## src/rtl/sprite_dma_pkg.sv

```systemverilog
// Shared types and constants for the sprite DMA engine.
// Optional feature macro: SPRITE_DMA_IRQ_EN (adds the irq output and CTRL irq_en/done-clear bits).
package sprite_dma_pkg;

  localparam int unsigned ADDR_W       = 16;
  localparam int unsigned DATA_W       = 16;
  localparam int unsigned SPRITE_WORDS = 1024;
  localparam int unsigned PROG_WORDS   = 8192;
  localparam int unsigned SRC_BITS     = $clog2(PROG_WORDS);
  localparam int unsigned DST_BITS     = $clog2(SPRITE_WORDS);
  localparam int unsigned LEN_BITS     = DST_BITS + 1;

  localparam logic [ADDR_W-1:0] SPRITE_ADDR   = 16'h2000;
  localparam logic [ADDR_W-1:0] DMA_SRC_ADDR  = 16'h4804;
  localparam logic [ADDR_W-1:0] DMA_DST_ADDR  = 16'h4805;
  localparam logic [ADDR_W-1:0] DMA_LEN_ADDR  = 16'h4806;
  localparam logic [ADDR_W-1:0] DMA_CTRL_ADDR = 16'h4807;

  // CTRL write bits
  localparam int unsigned CTRL_START_BIT    = 0;
  localparam int unsigned CTRL_ABORT_BIT    = 1;
  localparam int unsigned CTRL_IRQ_EN_BIT   = 3;
  localparam int unsigned CTRL_DONE_CLR_BIT = 4;

  // CTRL read bits
  localparam int unsigned STAT_BUSY_BIT   = 0;
  localparam int unsigned STAT_DONE_BIT   = 1;
  localparam int unsigned STAT_PAUSED_BIT = 2;
  localparam int unsigned STAT_IRQ_EN_BIT = 3;

  typedef enum logic [2:0] {
    ST_IDLE,
    ST_WAIT_BLANK,
    ST_READ,
    ST_CAPTURE,
    ST_WRITE
  } dma_state_e;

endpackage

```

## src/rtl/sprite_dma_regs.sv

```systemverilog
// Register file for the sprite DMA: address decode, SRC/DST/LEN/CTRL, sticky done, readback.
// Optional feature macro: SPRITE_DMA_IRQ_EN.
module sprite_dma_regs
  import sprite_dma_pkg::*;
(
  input  logic                clk,
  input  logic                rst,
  input  logic [ADDR_W-1:0]   cpu_addr,
  input  logic                cpu_write,
  input  logic [DATA_W-1:0]   cpu_wdata,
  input  logic                busy,
  input  logic                paused,
  input  logic                done_set_c,
  output logic                start_c,
  output logic                abort_c,
  output logic [SRC_BITS-1:0] src_base,
  output logic [DST_BITS-1:0] dst,
  output logic [LEN_BITS-1:0] len,
  output logic [DATA_W-1:0]   reg_rdata
`ifdef SPRITE_DMA_IRQ_EN
  ,output logic               irq
`endif
);

  logic [DATA_W-1:0] src_q;
  logic              done_q;
  logic              done_d;
  logic              wr_src_c;
  logic              wr_dst_c;
  logic              wr_len_c;
  logic              wr_ctrl_c;
  logic [DATA_W-1:0] status_c;
  logic [DATA_W-1:0] rd_mux_c;
`ifdef SPRITE_DMA_IRQ_EN
  logic              irq_en_q;
  logic              irq_en_d;
`endif

  assign wr_src_c  = cpu_write && (cpu_addr == DMA_SRC_ADDR);
  assign wr_dst_c  = cpu_write && (cpu_addr == DMA_DST_ADDR);
  assign wr_len_c  = cpu_write && (cpu_addr == DMA_LEN_ADDR);
  assign wr_ctrl_c = cpu_write && (cpu_addr == DMA_CTRL_ADDR);

  // Abort beats a simultaneous start; a start while busy is dropped.
  assign abort_c = wr_ctrl_c && cpu_wdata[CTRL_ABORT_BIT];
  assign start_c = wr_ctrl_c && cpu_wdata[CTRL_START_BIT] && !cpu_wdata[CTRL_ABORT_BIT] && !busy;

  assign src_base = src_q[SRC_BITS-1:0];

  // Sticky done: start (or done-clear) clears it, completion sets it and wins.
  always_comb begin
    done_d = done_q;
    if (start_c) done_d = 1'b0;
`ifdef SPRITE_DMA_IRQ_EN
    if (wr_ctrl_c && cpu_wdata[CTRL_DONE_CLR_BIT]) done_d = 1'b0;
`endif
    if (done_set_c) done_d = 1'b1;
  end

`ifdef SPRITE_DMA_IRQ_EN
  // irq_en follows every CTRL write, busy or not.
  always_comb begin
    irq_en_d = irq_en_q;
    if (wr_ctrl_c) irq_en_d = cpu_wdata[CTRL_IRQ_EN_BIT];
  end
`endif

  // Status word and readback selection.
  always_comb begin
    status_c                  = '0;
    status_c[STAT_BUSY_BIT]   = busy;
    status_c[STAT_DONE_BIT]   = done_q;
    status_c[STAT_PAUSED_BIT] = paused;
`ifdef SPRITE_DMA_IRQ_EN
    status_c[STAT_IRQ_EN_BIT] = irq_en_q;
`endif
    case (cpu_addr)
      DMA_SRC_ADDR:  rd_mux_c = src_q;
      DMA_DST_ADDR:  rd_mux_c = DATA_W'(dst);
      DMA_LEN_ADDR:  rd_mux_c = DATA_W'(len);
      DMA_CTRL_ADDR: rd_mux_c = status_c;
      default:       rd_mux_c = '0;
    endcase
  end

  // Register storage; transfer parameters are frozen while busy.
  always_ff @(posedge clk) begin
    if (rst) begin
      src_q     <= '0;
      dst       <= '0;
      len       <= '0;
      done_q    <= 1'b0;
      reg_rdata <= '0;
`ifdef SPRITE_DMA_IRQ_EN
      irq_en_q  <= 1'b0;
      irq       <= 1'b0;
`endif
    end else begin
      if (wr_src_c && !busy) src_q <= cpu_wdata;
      if (wr_dst_c && !busy) dst   <= cpu_wdata[DST_BITS-1:0];
      if (wr_len_c && !busy) len   <= cpu_wdata[LEN_BITS-1:0];
      done_q    <= done_d;
      reg_rdata <= rd_mux_c;
`ifdef SPRITE_DMA_IRQ_EN
      irq_en_q  <= irq_en_d;
      irq       <= done_d && irq_en_d;
`endif
    end
  end

endmodule

```

## src/rtl/sprite_dma_controller.sv

```systemverilog
// Sprite DMA engine: copies program-memory words into sprite RAM during vertical blank.
// Optional feature macro: SPRITE_DMA_IRQ_EN (adds irq output).
module sprite_dma_controller
  import sprite_dma_pkg::*;
(
  input  logic              clk,
  input  logic              rst,
  input  logic [ADDR_W-1:0] cpu_addr,
  input  logic              cpu_write,
  input  logic [DATA_W-1:0] cpu_wdata,
  output logic [DATA_W-1:0] reg_rdata,
  input  logic              vbright,
  output logic [ADDR_W-1:0] mem_addr,
  output logic              mem_write,
  output logic [DATA_W-1:0] mem_wdata,
  input  logic [DATA_W-1:0] mem_rdata,
  output logic              bus_grant,
  output logic              busy
`ifdef SPRITE_DMA_IRQ_EN
  ,output logic             irq
`endif
);

  dma_state_e          state;
  dma_state_e          state_d;
  logic [LEN_BITS-1:0] idx;
  logic [LEN_BITS-1:0] idx_d;
  logic                paused;
  logic                start_c;
  logic                abort_c;
  logic                done_set_c;
  logic [SRC_BITS-1:0] src_base;
  logic [DST_BITS-1:0] dst;
  logic [LEN_BITS-1:0] len;
  logic [SRC_BITS-1:0] src_word_c;
  logic [DST_BITS-1:0] dst_word_c;
  logic [ADDR_W-1:0]   addr_d_c;

  sprite_dma_regs u_regs (
    .clk        (clk),
    .rst        (rst),
    .cpu_addr   (cpu_addr),
    .cpu_write  (cpu_write),
    .cpu_wdata  (cpu_wdata),
    .busy       (busy),
    .paused     (paused),
    .done_set_c (done_set_c),
    .start_c    (start_c),
    .abort_c    (abort_c),
    .src_base   (src_base),
    .dst        (dst),
    .len        (len),
    .reg_rdata  (reg_rdata)
`ifdef SPRITE_DMA_IRQ_EN
    ,.irq       (irq)
`endif
  );

  // Next-state logic; pauses and aborts only take effect at word boundaries or before a write.
  always_comb begin
    state_d    = state;
    idx_d      = idx;
    done_set_c = 1'b0;
    case (state)
      ST_IDLE: begin
        if (start_c) begin
          idx_d = '0;
          if (len == '0) done_set_c = 1'b1;
          else           state_d    = ST_WAIT_BLANK;
        end
      end
      ST_WAIT_BLANK: begin
        if (abort_c)       state_d = ST_IDLE;
        else if (!vbright) state_d = ST_READ;
      end
      ST_READ: begin
        state_d = abort_c ? ST_IDLE : ST_CAPTURE;
      end
      ST_CAPTURE: begin
        state_d = abort_c ? ST_IDLE : ST_WRITE;
      end
      ST_WRITE: begin
        idx_d = LEN_BITS'(idx + 1'b1);
        if (abort_c) begin
          state_d = ST_IDLE;
        end else if (idx_d == len) begin
          state_d    = ST_IDLE;
          done_set_c = 1'b1;
        end else if (vbright) begin
          state_d = ST_WAIT_BLANK;
        end else begin
          state_d = ST_READ;
        end
      end
      default: state_d = ST_IDLE;
    endcase
  end

  // Source wraps within program memory, destination within sprite RAM.
  always_comb begin
    src_word_c = SRC_BITS'(src_base + SRC_BITS'(idx_d));
    dst_word_c = DST_BITS'(dst + DST_BITS'(idx_d));
    case (state_d)
      ST_READ, ST_CAPTURE: addr_d_c = ADDR_W'(src_word_c);
      ST_WRITE:            addr_d_c = SPRITE_ADDR + ADDR_W'(dst_word_c);
      default:             addr_d_c = '0;
    endcase
  end

  // State register and registered bus/status outputs aligned with the state they describe.
  always_ff @(posedge clk) begin
    if (rst) begin
      state     <= ST_IDLE;
      idx       <= '0;
      busy      <= 1'b0;
      paused    <= 1'b0;
      bus_grant <= 1'b0;
      mem_write <= 1'b0;
      mem_addr  <= '0;
      mem_wdata <= '0;
    end else begin
      state     <= state_d;
      idx       <= idx_d;
      busy      <= (state_d != ST_IDLE);
      paused    <= (state_d == ST_WAIT_BLANK) && (idx_d != '0);
      bus_grant <= (state_d inside {ST_READ, ST_CAPTURE, ST_WRITE});
      mem_write <= (state_d == ST_WRITE);
      mem_addr  <= addr_d_c;
      mem_wdata <= (state_d == ST_WRITE) ? mem_rdata : '0;
    end
  end

endmodule
```

## config.mk

```make
export PLATFORM = sky130hd
export DESIGN_NAME = sprite_dma_controller
export DESIGN_NICKNAME = d
export VERILOG_FILES = /design/src/rtl/sprite_dma_pkg.sv /design/src/rtl/sprite_dma_regs.sv /design/src/rtl/sprite_dma_controller.sv
export SDC_FILE = /design/constraint.sdc
export NUM_CORES = 1
export LEC_CHECK = 0
export CORE_UTILIZATION = 54
export CTS_BUF_LIST = sky130_fd_sc_hd__clkbuf_4
export CTS_CLUSTER_SIZE = 16
export DETAILED_ROUTE_END_ITERATION = 10
export PLACE_DENSITY = 0.89
export SLEW_MARGIN = 10
export SYNTH_ARGS = -nofsm -noshare
export SYNTH_HDL_FRONTEND = slang
export SYNTH_HIERARCHICAL = 1
export SYNTH_SLANG_ARGS = --single-unit
```

## constraint.sdc

```tcl
create_clock -name clk -period 6 [get_ports clk]
set_input_delay 0.6 -clock clk [delete_from_list [all_inputs] [get_ports clk]]
set_output_delay 0.6 -clock clk [all_outputs]
set_load 0.05 [all_outputs]
```

==> impl_metrics.csv <==
group,metric,value,unit
global_routing,grt_max_degree,40,
synth,ys_ff_latch,102,
timing,fin_crit,5.27,ns
die,num_rows,36,
timing,setup-violations-final,0,
synth,synthSimpleGateAreaFrac,22.7,%
worst_setup_path,crit_type,"primary input to flip-flop",
synth,async_reset_ff_share,0,%
synth,synth_warnings,6,
synth,synth_fa_ha_area_share,5.55,%
worst_setup_path,required,6.43,ns
clocking,clock-root-buffer,"clkbuf_4",
clocking,numCtsBuffers,9,
drt,antenna_left,0,
worst_setup_path,worstPathMaxFanout,29,
clocking,htree_levels,3,
clocking,cts_resized,0,
die,ios,103,
drt,routed_wl,14500,um
clocking,worstSkewPairLatency,0.48,ns
global_routing,grt_pass1_vias,4830,
clocking,clk_path_buf_depth,2,
timing,fin_setup_tns,0,ns
cells_and_area,drive_above_1_share,8.43,%
timing,slew_headroom,15.3,%
worst_setup_path,crit_slowest_cell,"or4_4",
drt,remaining_drc_errors,0,
flow_run,max_cap_viol_count,0,
synth,syn_inst,631,
die,dieArea,0.0105,mm2
die,die_x,103,um
worst_setup_path,crit_chain,"clkdlybuf4s50_1 -> or4b_1 -> or4_4 -> nor3_1 -> nor2_1 -> a2111oi_0 -> mux2i_1 -> ha_1 -> nor2b_1 -> o21a_1 -> o21ai_1 -> a211oi_1 -> nor2_1 -> or4b_2 -> a31oi_1",
cells_and_area,n_fill_cell,789,
place,dp.cells,817,
place,gp_congestion,0.927,
synth,syn_area_per_cell,8.65,um2
worst_setup_path,crit_buf_inv,1,
worst_setup_path,startpoint_type,"primary input",
clocking,path_clk_slew,0.20,ns
place,io_buffers,100,
drt,via_per_inst,6.13,
timing,max_freq,190,MHz
synth,synth_compound_area_share,20.9,%
power_and_ir_drop,peakVddDrop,0.000102,V
worst_setup_path,cp.arrival,5.70,ns
synth,ys_types,73,
global_routing,antenna_found_initial,0,
die,die_h,103,um
power_and_ir_drop,p_per_area,173,mW/mm2
global_routing,grtUsageTotal,29.0,%
worst_setup_path,crit_family,"simple AND/OR/NAND/NOR gates",
synth,synth_top_family_by_area,"simple AND/OR/NAND/NOR gates",
cells_and_area,fin_util,66.5,%
timing,worst_pin_slew,1.26,ns
synth,ys_seq_area_share,37.4,%
synth,synthXorXnorAreaFrac,4.79,%
synth,synth_edf_count,0,
die,start_util,55.8,%
cells_and_area,insertedDiodeCount,0,
worst_hold_path,min_path_type,"flip-flop to flip-flop",
clocking,cts_tree,"done",
cells_and_area,nNetsFinal,770,
clocking,postCtsSetupBuffers,0,
global_routing,overflow,0,
die,core,0.00977,mm2
cells_and_area,syn_to_final_growth,19.1,%
timing,finalMaxSlewViolations,0,
worst_setup_path,max_stage_delay,0.74,ns
status,status,"completed",
timing,clock_skew,0.0230,ns
drt,dr_total_vias,5108,
clocking,ctsHoldBuffers,0,
synth,syn-cell-area,0.00546,mm2
global_routing,grt_pass1_wl,23600,um
worst_setup_path,cpMostUsedCell,"nor2_1",
drt,dr.pass1.iters,5,
place,hpwl,10900,um
synth,synth_ff_type,"dfxtp_1",
timing,final.period_utilization,87.9,%
drt,wl_per_cell,17.4,um
cells_and_area,instances_no_fill,833,
power_and_ir_drop,p_leak,0.00239,uW
synth,muxShareOfSynthArea,1.01,%
timing,hold_viol,0,
timing,rsz0062_at_grt,"false",
drt,drt-initial-drc-count,414,
clocking,numClockSinks,102,
worst_setup_path,crit_path_end_kind,"flip-flop",
final cells by class:
class                   count  area, um2  share of cell area, %
repair buffers            105       1030                   15.9
inverters                  23       86.3                   1.33
well taps                 133        166                   2.56
multi-input cells         454       3000                   46.2
clock inverters             7       98.8                   1.52
clock buffers               9       67.6                   1.04
flip-flops and latches    102       2040                   31.4
path summary, 6_finish.rpt:
kind	start	endpoint	slack, ns	cells after the start
worst max-delay path	cpu_addr[9]	mem_addr[12]	0.73	15
worst min-delay path	u_regs/src_q[14]	u_regs/reg_rdata[14]	0.48	1
worst max register to register	busy	mem_addr[12]	1.48	14
worst min register to register	u_regs/src_q[14]	u_regs/reg_rdata[14]	0.48	1
per-layer routing:
layer  GRT usage, %  part of all wire, %
met4           12.9                  3.5
met2           47.1                   46
met3           5.56                   10
met5              0                    0
met1           37.3                   41
stage by stage:
| stage | hold WS, ns | area (um2) | setup slack [ns] | power [uW] |
|---|---|---|---|---|
| global placement | 0.440 | 6330 | 0.490 | 749 |
| finish | 0.481 | 6500 | 0.726 | 1130 |
| detailed placement | 0.439 | 6330 | 0.281 | 750 |
| global route | 0.496 | 6500 | 0.406 | 1170 |
| floorplan | 0.423 | 5460 | 1.19 | 712 |
| CTS | 0.482 | 6500 | 0.810 | 1130 |
logic make-up (layout without fill, tap and decap cells):
group           count (synthesis)  count (layout)
fa+ha+maj                      23              23
simple gates                  210             210
mux                             5               5
buf+inv                        76             144
flops                         102             102
compound gates                185             185
other cells                     1               2
xor+xnor                       29              29
cells in the mapped netlist, types with 16 or more instances:
cell	count	area share, %
a21oi_1	60	5.5
and2_1	23	2.6
buf_4	16	2.2
clkbuf_1	20	1.4
dfxtp_1	102	37
ha_1	21	4.8
inv_1	22	1.5
nand2_1	21	1.4
nand3_1	49	4.5
nor2_1	28	1.9
nor3_1	18	1.7
o21ai_0	39	3.6
xor2_1	17	2.7
power by group:
part	internal [uW]	leakage, uW	switching (uW)
sequential	678	0.000821	0.00284
clock	110	0.0000875	279
combinational	32.6	0.00148	26.5
registers in the layout, indices dropped and copies added (netlist names), 3 cells and up:
name              count
u_regs/dst           10
mem_addr             14
u_regs/len           11
state                 3
u_regs/reg_rdata     16
idx                  11
mem_wdata            16
u_regs/src_q         16
placed cells by master, fill, tap and decap left out, drive strengths merged, types with 9 or more instances in the layout:
| master | synthesis | routed |
|---|---|---|
| ha | 21 | 21 |
| xor2 | 17 | 17 |
| nand3 | 51 | 51 |
| o21ai | 51 | 51 |
| dfxtp | 102 | 102 |
| a22oi | 13 | 13 |
| clkdlybuf4s50 | 0 | 99 |
| a21oi | 69 | 69 |
| nor3 | 19 | 19 |
| nand2 | 22 | 22 |
| nor2 | 29 | 29 |
| clkbuf | 20 | 9 |
| inv | 23 | 27 |
| xnor2 | 12 | 12 |
| and2 | 23 | 23 |
| nor2b | 15 | 15 |
Note: power is estimated with default switching activity, not from simulation.
